## config.mk

```make
export PLATFORM = sky130hd
export DESIGN_NAME = reg_bus_arbiter_flat
export DESIGN_NICKNAME = d
export VERILOG_FILES = /design/src/rtl/reg_bus_arbiter_if.sv /design/src/rtl/reg_bus_arbiter.sv /design/src/flat_wrapper.sv
export SDC_FILE = /design/constraint.sdc
export NUM_CORES = 1
export LEC_CHECK = 0
export ABC_AREA = 1
export BUFFER_PORTS_ARGS = -buffer_cell sky130_fd_sc_hd__buf_2
export CAP_MARGIN = 30
export CORE_MARGIN = 5
export CORE_UTILIZATION = 47
export CTS_CLUSTER_SIZE = 10
export DETAILED_ROUTE_END_ITERATION = 10
export GPL_ROUTABILITY_DRIVEN = 1
export GPL_TIMING_DRIVEN = 0
export PLACE_DENSITY = 0.81
export SKIP_CTS_REPAIR_TIMING = 1
export SYNTH_ARGS = -nofsm -noshare
export SYNTH_HDL_FRONTEND = slang
export SYNTH_SLANG_ARGS = --single-unit
```

## constraint.sdc

```tcl
create_clock -name clk -period 2.1 [get_ports clk]
set_input_delay 0.42 -clock clk [delete_from_list [all_inputs] [get_ports clk]]
set_output_delay 0.42 -clock clk [all_outputs]
set_load 0.03 [all_outputs]
```

## src/rtl/reg_bus_arbiter_if.sv

```systemverilog
// Requester-side and slave-side signal bundle for reg_bus_arbiter.
// master = arbiter view, slave = requesters plus register block view.
interface reg_bus_arbiter_if #(
  parameter int NUM_REQ    = 4,
  parameter int ADDR_WIDTH = 8,
  parameter int DATA_WIDTH = 16
);
  logic [NUM_REQ-1:0]            req;
  logic [NUM_REQ-1:0]            req_wr;
  logic [NUM_REQ*ADDR_WIDTH-1:0] req_addr;
  logic [NUM_REQ*DATA_WIDTH-1:0] req_wdata;
  logic [NUM_REQ-1:0]            gnt;
  logic [NUM_REQ-1:0]            done;
  logic [DATA_WIDTH-1:0]         rsp_rdata;
  logic [ADDR_WIDTH-1:0]         m_addr;
  logic                          m_sel;
  logic                          m_wr;
  logic [DATA_WIDTH-1:0]         m_wdata;
  logic [DATA_WIDTH-1:0]         m_rdata;
  logic                          m_ready;

  modport master (
    input  req, req_wr, req_addr, req_wdata,
    input  m_rdata, m_ready,
    output gnt, done, rsp_rdata,
    output m_addr, m_sel, m_wr, m_wdata
  );

  modport slave (
    output req, req_wr, req_addr, req_wdata,
    output m_rdata, m_ready,
    input  gnt, done, rsp_rdata,
    input  m_addr, m_sel, m_wr, m_wdata
  );
endinterface

```

## src/rtl/reg_bus_arbiter.sv

```systemverilog
// Round-robin arbiter serialising NUM_REQ requesters onto one
// register slave bus with a ready handshake and one-cycle done pulse.
module reg_bus_arbiter #(
  parameter int NUM_REQ    = 4,
  parameter int ADDR_WIDTH = 8,
  parameter int DATA_WIDTH = 16
) (
  input logic              clk,
  input logic              rstn,
  reg_bus_arbiter_if.master bus
);
  localparam int IW = (NUM_REQ > 1) ? $clog2(NUM_REQ) : 1;

  localparam logic [1:0] IDLE  = 2'd0;
  localparam logic [1:0] ISSUE = 2'd1;
  localparam logic [1:0] RWAIT = 2'd2;

  logic [1:0]            state_q, state_d;
  logic [IW-1:0]         ptr_q, ptr_d;
  logic [IW-1:0]         idx_q, idx_d;
  logic [NUM_REQ-1:0]    gnt_q, gnt_d;
  logic [NUM_REQ-1:0]    done_q, done_d;
  logic                  sel_q, sel_d;
  logic                  wr_q, wr_d;
  logic [ADDR_WIDTH-1:0] addr_q, addr_d;
  logic [DATA_WIDTH-1:0] wdata_q, wdata_d;
  logic [DATA_WIDTH-1:0] rdata_q, rdata_d;

  logic                  found;
  logic [IW-1:0]         pick;
  logic [IW-1:0]         nxt_ptr;
  int                    j;

  // first pending requester at or after ptr_q, wrapping
  always_comb begin
    found = 1'b0;
    pick  = ptr_q;
    j     = 0;
    for (int k = 0; k < NUM_REQ; k++) begin
      j = int'(ptr_q) + k;
      if (j >= NUM_REQ) j = j - NUM_REQ;
      if (!found && bus.req[j]) begin
        found = 1'b1;
        pick  = IW'(j);
      end
    end
  end

  assign nxt_ptr = (idx_q == IW'(NUM_REQ - 1)) ?
                   '0 : idx_q + IW'(1);

  always_comb begin
    state_d = state_q;
    ptr_d   = ptr_q;
    idx_d   = idx_q;
    gnt_d   = gnt_q;
    done_d  = '0;
    sel_d   = sel_q;
    wr_d    = wr_q;
    addr_d  = addr_q;
    wdata_d = wdata_q;
    rdata_d = rdata_q;
    unique case (state_q)
      IDLE: begin
        if (found) begin
          state_d     = ISSUE;
          idx_d       = pick;
          gnt_d       = '0;
          gnt_d[pick] = 1'b1;
          sel_d       = 1'b1;
          wr_d        = bus.req_wr[pick];
          addr_d      = bus.req_addr[pick*ADDR_WIDTH +: ADDR_WIDTH];
          wdata_d     = bus.req_wdata[pick*DATA_WIDTH +: DATA_WIDTH];
        end
      end
      ISSUE: begin
        if (bus.m_ready) begin
          if (wr_q) begin
            state_d       = IDLE;
            done_d[idx_q] = 1'b1;
            sel_d         = 1'b0;
            gnt_d         = '0;
            ptr_d         = nxt_ptr;
          end else begin
            state_d = RWAIT;
          end
        end
      end
      RWAIT: begin
        state_d       = IDLE;
        rdata_d       = bus.m_rdata;
        done_d[idx_q] = 1'b1;
        sel_d         = 1'b0;
        gnt_d         = '0;
        ptr_d         = nxt_ptr;
      end
      default: begin
        state_d = IDLE;
        sel_d   = 1'b0;
        gnt_d   = '0;
      end
    endcase
  end

  always_ff @(posedge clk or negedge rstn) begin
    if (!rstn) begin
      state_q <= IDLE;
      ptr_q   <= '0;
      idx_q   <= '0;
      gnt_q   <= '0;
      done_q  <= '0;
      sel_q   <= 1'b0;
      wr_q    <= 1'b0;
      addr_q  <= '0;
      wdata_q <= '0;
      rdata_q <= '0;
    end else begin
      state_q <= state_d;
      ptr_q   <= ptr_d;
      idx_q   <= idx_d;
      gnt_q   <= gnt_d;
      done_q  <= done_d;
      sel_q   <= sel_d;
      wr_q    <= wr_d;
      addr_q  <= addr_d;
      wdata_q <= wdata_d;
      rdata_q <= rdata_d;
    end
  end

  assign bus.gnt       = gnt_q;
  assign bus.done      = done_q;
  assign bus.rsp_rdata = rdata_q;
  assign bus.m_sel     = sel_q;
  assign bus.m_wr      = wr_q;
  assign bus.m_addr    = addr_q;
  assign bus.m_wdata   = wdata_q;
endmodule

```

## src/flat_wrapper.sv

```systemverilog
// flat-port wrapper written by rule: the top's interface ports become plain ports
module reg_bus_arbiter_flat 
#(
  parameter int NUM_REQ    = 4,
  parameter int ADDR_WIDTH = 8,
  parameter int DATA_WIDTH = 16
)
  (clk, rstn, bus_req, bus_req_wr, bus_req_addr, bus_req_wdata, bus_m_rdata, bus_m_ready, bus_gnt, bus_done, bus_rsp_rdata, bus_m_addr, bus_m_sel, bus_m_wr, bus_m_wdata);
  reg_bus_arbiter_if #(.NUM_REQ(NUM_REQ), .ADDR_WIDTH(ADDR_WIDTH), .DATA_WIDTH(DATA_WIDTH)) bus_i ();
  input logic clk;
  input logic rstn;
  input wire logic [$bits(bus_i.req)-1:0] bus_req;
  input wire logic [$bits(bus_i.req_wr)-1:0] bus_req_wr;
  input wire logic [$bits(bus_i.req_addr)-1:0] bus_req_addr;
  input wire logic [$bits(bus_i.req_wdata)-1:0] bus_req_wdata;
  input wire logic [$bits(bus_i.m_rdata)-1:0] bus_m_rdata;
  input wire logic [$bits(bus_i.m_ready)-1:0] bus_m_ready;
  output wire logic [$bits(bus_i.gnt)-1:0] bus_gnt;
  output wire logic [$bits(bus_i.done)-1:0] bus_done;
  output wire logic [$bits(bus_i.rsp_rdata)-1:0] bus_rsp_rdata;
  output wire logic [$bits(bus_i.m_addr)-1:0] bus_m_addr;
  output wire logic [$bits(bus_i.m_sel)-1:0] bus_m_sel;
  output wire logic [$bits(bus_i.m_wr)-1:0] bus_m_wr;
  output wire logic [$bits(bus_i.m_wdata)-1:0] bus_m_wdata;
  assign bus_i.req = bus_req;
  assign bus_i.req_wr = bus_req_wr;
  assign bus_i.req_addr = bus_req_addr;
  assign bus_i.req_wdata = bus_req_wdata;
  assign bus_i.m_rdata = bus_m_rdata;
  assign bus_i.m_ready = bus_m_ready;
  assign bus_gnt = bus_i.gnt;
  assign bus_done = bus_i.done;
  assign bus_rsp_rdata = bus_i.rsp_rdata;
  assign bus_m_addr = bus_i.m_addr;
  assign bus_m_sel = bus_i.m_sel;
  assign bus_m_wr = bus_i.m_wr;
  assign bus_m_wdata = bus_i.m_wdata;
  reg_bus_arbiter #(.NUM_REQ(NUM_REQ), .ADDR_WIDTH(ADDR_WIDTH), .DATA_WIDTH(DATA_WIDTH)) u_core (.clk(clk), .rstn(rstn), .bus(bus_i));
endmodule
```

==> impl_metrics.py <==
metrics = {
    "status": {
        "status": "complete, no violations",
    },
    "logic_synthesis": {
        "synth_mux_area_share_pct": 4.87,
        "synthAdderAreaFrac_pct": 2.37,
        "synth_cell_types": 23,
        "syn-cell-area_mm2": 0.00370,
        "synth_top_area_cell": "dfrtp_1",
        "synthSimpleGateAreaFrac_pct": 46.1,
        "avgSynthCellArea_um2": 6.76,
        "synth_compound_area_share_pct": 2.27,
        "synth_top_area_share_pct": 37.9,
        "yosys.area_share.xor_xnor_pct": 0,
        "syn-instance-count": 547,
        "synthTopCellsByArea": "dfrtp_1, nand2_1, nand3_1, mux2_2, ha_1",
        "synth_warnings": 0,
        "synth_top_family_by_area": "simple AND/OR/NAND/NOR gates",
        "synth-seq-cells": 56,
        "ys_seq_area_share_pct": 37.9,
        "synth_nets": 677,
    },
    "die": {
        "row_count": 32,
        "boundaryPins": 173,
        "core_mm2": 0.00769,
        "die_h_um": 98.7,
        "initial_core_util_pct": 48.1,
        "die_area_mm2": 0.00975,
        "die_width_um": 98.7,
    },
    "routing": {
        "vias": 4337,
        "drc_errors": 0,
        "met2_wirelength_um": 5820,
        "dr.pass1.iters": 5,
        "via_per_inst": 5.11,
        "wl_met3_um": 1070,
        "first_iter_violations": 254,
        "wirelength_met1_um": 4950,
        "antenna_left": 0,
        "wl_per_cell_um": 14.2,
        "routed_wl_um": 12100,
        "highest_layer": "met4",
    },
    "clocking": {
        "clk_latency_ns": 0.31,
        "path_clk_slew_ns": 0.10,
        "htreeDepth": 2,
        "clock-sinks": 56,
        "cts_buffers": 5,
        "root_buffer": "clkbuf_8",
        "cts_tree": "yes",
        "cts.path.max_buffers": 2,
    },
    "sta": {
        "maxSlewViolCount": 0,
        "grt_setup_unrepaired": "true",
        "max_freq_ghz": 0.499,
        "layout_min_cycle_time_ns": 2.01,
        "final-setup-viol-count": 0,
        "finalCritPeriodShare_pct": 95.5,
        "finClkSkew_ns": 0.0136,
        "relSlewSlack_pct": 57.5,
        "tightest_slew_ns": 0.637,
        "hold_viol": 0,
        "whs_ns": 0.114,
        "setup_tns_ns": 0,
    },
    "place": {
        "dp_hpwl_um": 9190,
        "gp_congestion": 0.921,
        "portBuffers": 172,
    },
    "worst_setup_path": {
        "crit_start": "u_core.ptr_q[0]",
        "crit_type": "flop to flop",
        "critPathCaptureType": "flop",
        "critical_path_required_ns": 2.31,
        "cp.arrival_ns": 2.21,
        "worstSetupStartpointType": "flop",
        "worstPathMaxFanout": 10,
        "r2r-start": "u_core.ptr_q[0]",
    },
    "grt": {
        "grt_usage_pct": 23.7,
        "grt_max_degree": 32,
        "grt_pass1_vias": 4185,
        "grt_pass1_wl_um": 19200,
        "grt_remaining_overflow": 0,
        "grt_antenna_before_repair": 0,
    },
    "finish": {
        "drive_gt1_share_pct": 38.2,
        "multiInputGateArea_mm2": 0.00217,
        "seqCellArea_mm2": 0.00140,
        "nets": 876,
        "fillCellCount": 654,
        "syn_to_final_growth_pct": 42.8,
        "diodes": 0,
    },
    "power_and_ir_drop": {
        "pwr_density_cell_mw_per_mm2": 2060,
        "cellLeakagePower_nw": 3.10,
        "ir_drop_mv": 1.23,
    },
    "job": {
        "drv_cap": 0,
    },
    "hold_path": {
        "hold_path_class": "primary input to async pin",
    },
}
-- registers in the layout, indices dropped and copies added (netlist names) --
name / count
u_core.bus.done: 4
u_core.bus.gnt: 4
u_core.bus.m_addr: 8
u_core.bus.m_sel: 1
u_core.bus.m_wdata: 16
u_core.bus.m_wr: 1
u_core.bus.rsp_rdata: 16
u_core.idx_q: 2
u_core.ptr_q: 2
u_core.state_q: 2
-- cell type report --
class / instances / area share, %
multi-input combinational: 439 / 41.1
sequential: 56 / 26.6
timing repair buffer: 192 / 20.0
buffer: 33 / 6.70
tap: 102 / 2.42
inverter: 19 / 1.44
clock buffer: 5 / 1.30
clock inverter: 3 / 0.426
-- cell usage in the layout, fill, tap and decap left out, types with 5 or more instances in the layout --
cell / count
mux2_2: 16
o21ai_0: 6
nand2_1: 253
ha_1: 7
buf_2: 173
nand2_4: 6
nand2_2: 14
inv_1: 15
nor2_1: 8
nand3_1: 108
buf_4: 14
dfrtp_1: 54
buf_6: 26
clkbuf_8: 5
nand3_2: 8
-- synthesized netlist by cell type --
master      n
nand3_1   116
mux2_2     16
clkinv_1    1
buf_6       2
nand4_1     2
a21boi_0    1
o21ai_1     4
nand2_1   266
nand4_4     1
inv_2       3
nand2_2     8
a21oi_1     2
nor2_4      1
ha_1        7
nor2_1      8
buf_2      17
o21ai_4     1
dfrtp_1    56
inv_1      15
o21ai_0     6
buf_4       3
clkbuf_1    9
buf_1       2
-- routing by layer --
| metal | GRT usage, % | vias to the layer above |
|---|---|---|
| li1 | - | 2151 |
| met1 | 30.1 | 1952 |
| met2 | 41.4 | 207 |
| met3 | 5.17 | 27 |
| met4 | 5.15 | 0 |
| met5 | 0 | - |
-- report_power, final --
| group | internal (mW) | switching [mW] | total (mW) |
|---|---|---|---|
| Clock | 0.240 | 0.376 | 0.616 |
| Sequential | 1.60 | 0.311 | 1.91 |
| Combinational | 3.24 | 5.14 | 8.38 |
-- worst max-delay path: stages (launching register included) --
cell and delay [ns]:
dfrtp_2 0.49, buf_6 0.16, nand2_1 0.07, nand2_2 0.06
nand2_2 0.07, nand2_4 0.08, nor2_4 0.14, nand4_1 0.11
buf_6 0.16, buf_6 0.15, nand3_1 0.09, nand2_1 0.09
nand2_1 0.08, nand2_1 0.05, nand2_1 0.05, nand2_1 0.04
-- cells by family after synthesis --
| kind of cell | count (synthesis) |
|---|---|
| and+or+nand+nor | 402 |
| DFF | 56 |
| buffers and inverters | 52 |
| muxes | 16 |
| AOI/OAI and AO/OA | 14 |
| adders and majority gates | 7 |
-- through the flow --
stage                     worst slack (ns)  cell area [um2]  utilization (%)  instances  power, mW
after floorplan                      0.318             3700                -        547       7.07
after global placement              -0.213             4690             61.0        821       8.71
after detailed placement            -0.208             4710             61.2        822       8.88
after CTS                           -0.245             4800             62.4        830       9.51
after global routing               -0.0639             5280             68.7        849       12.0
final                               0.0940             5280             68.7        849       10.9
-- path summary, 6_finish.rpt --
| path | to | slack, ns | cells after the start |
|---|---|---|---|
| max | u_core.bus.m_addr[1] | 0.09 | 15 |
| min | u_core.bus.done[0] | 0.11 | 1 |
| max reg2reg | u_core.bus.m_addr[1] | 0.09 | 15 |
| min reg2reg | u_core.bus.m_addr[1] | 0.48 | 2 |
| max in group asynchronous | u_core.bus.rsp_rdata[10] | 1.40 | 2 |
| min in group clk | u_core.bus.rsp_rdata[3] | 0.34 | 2 |
(Power assumes the default switching activity.)
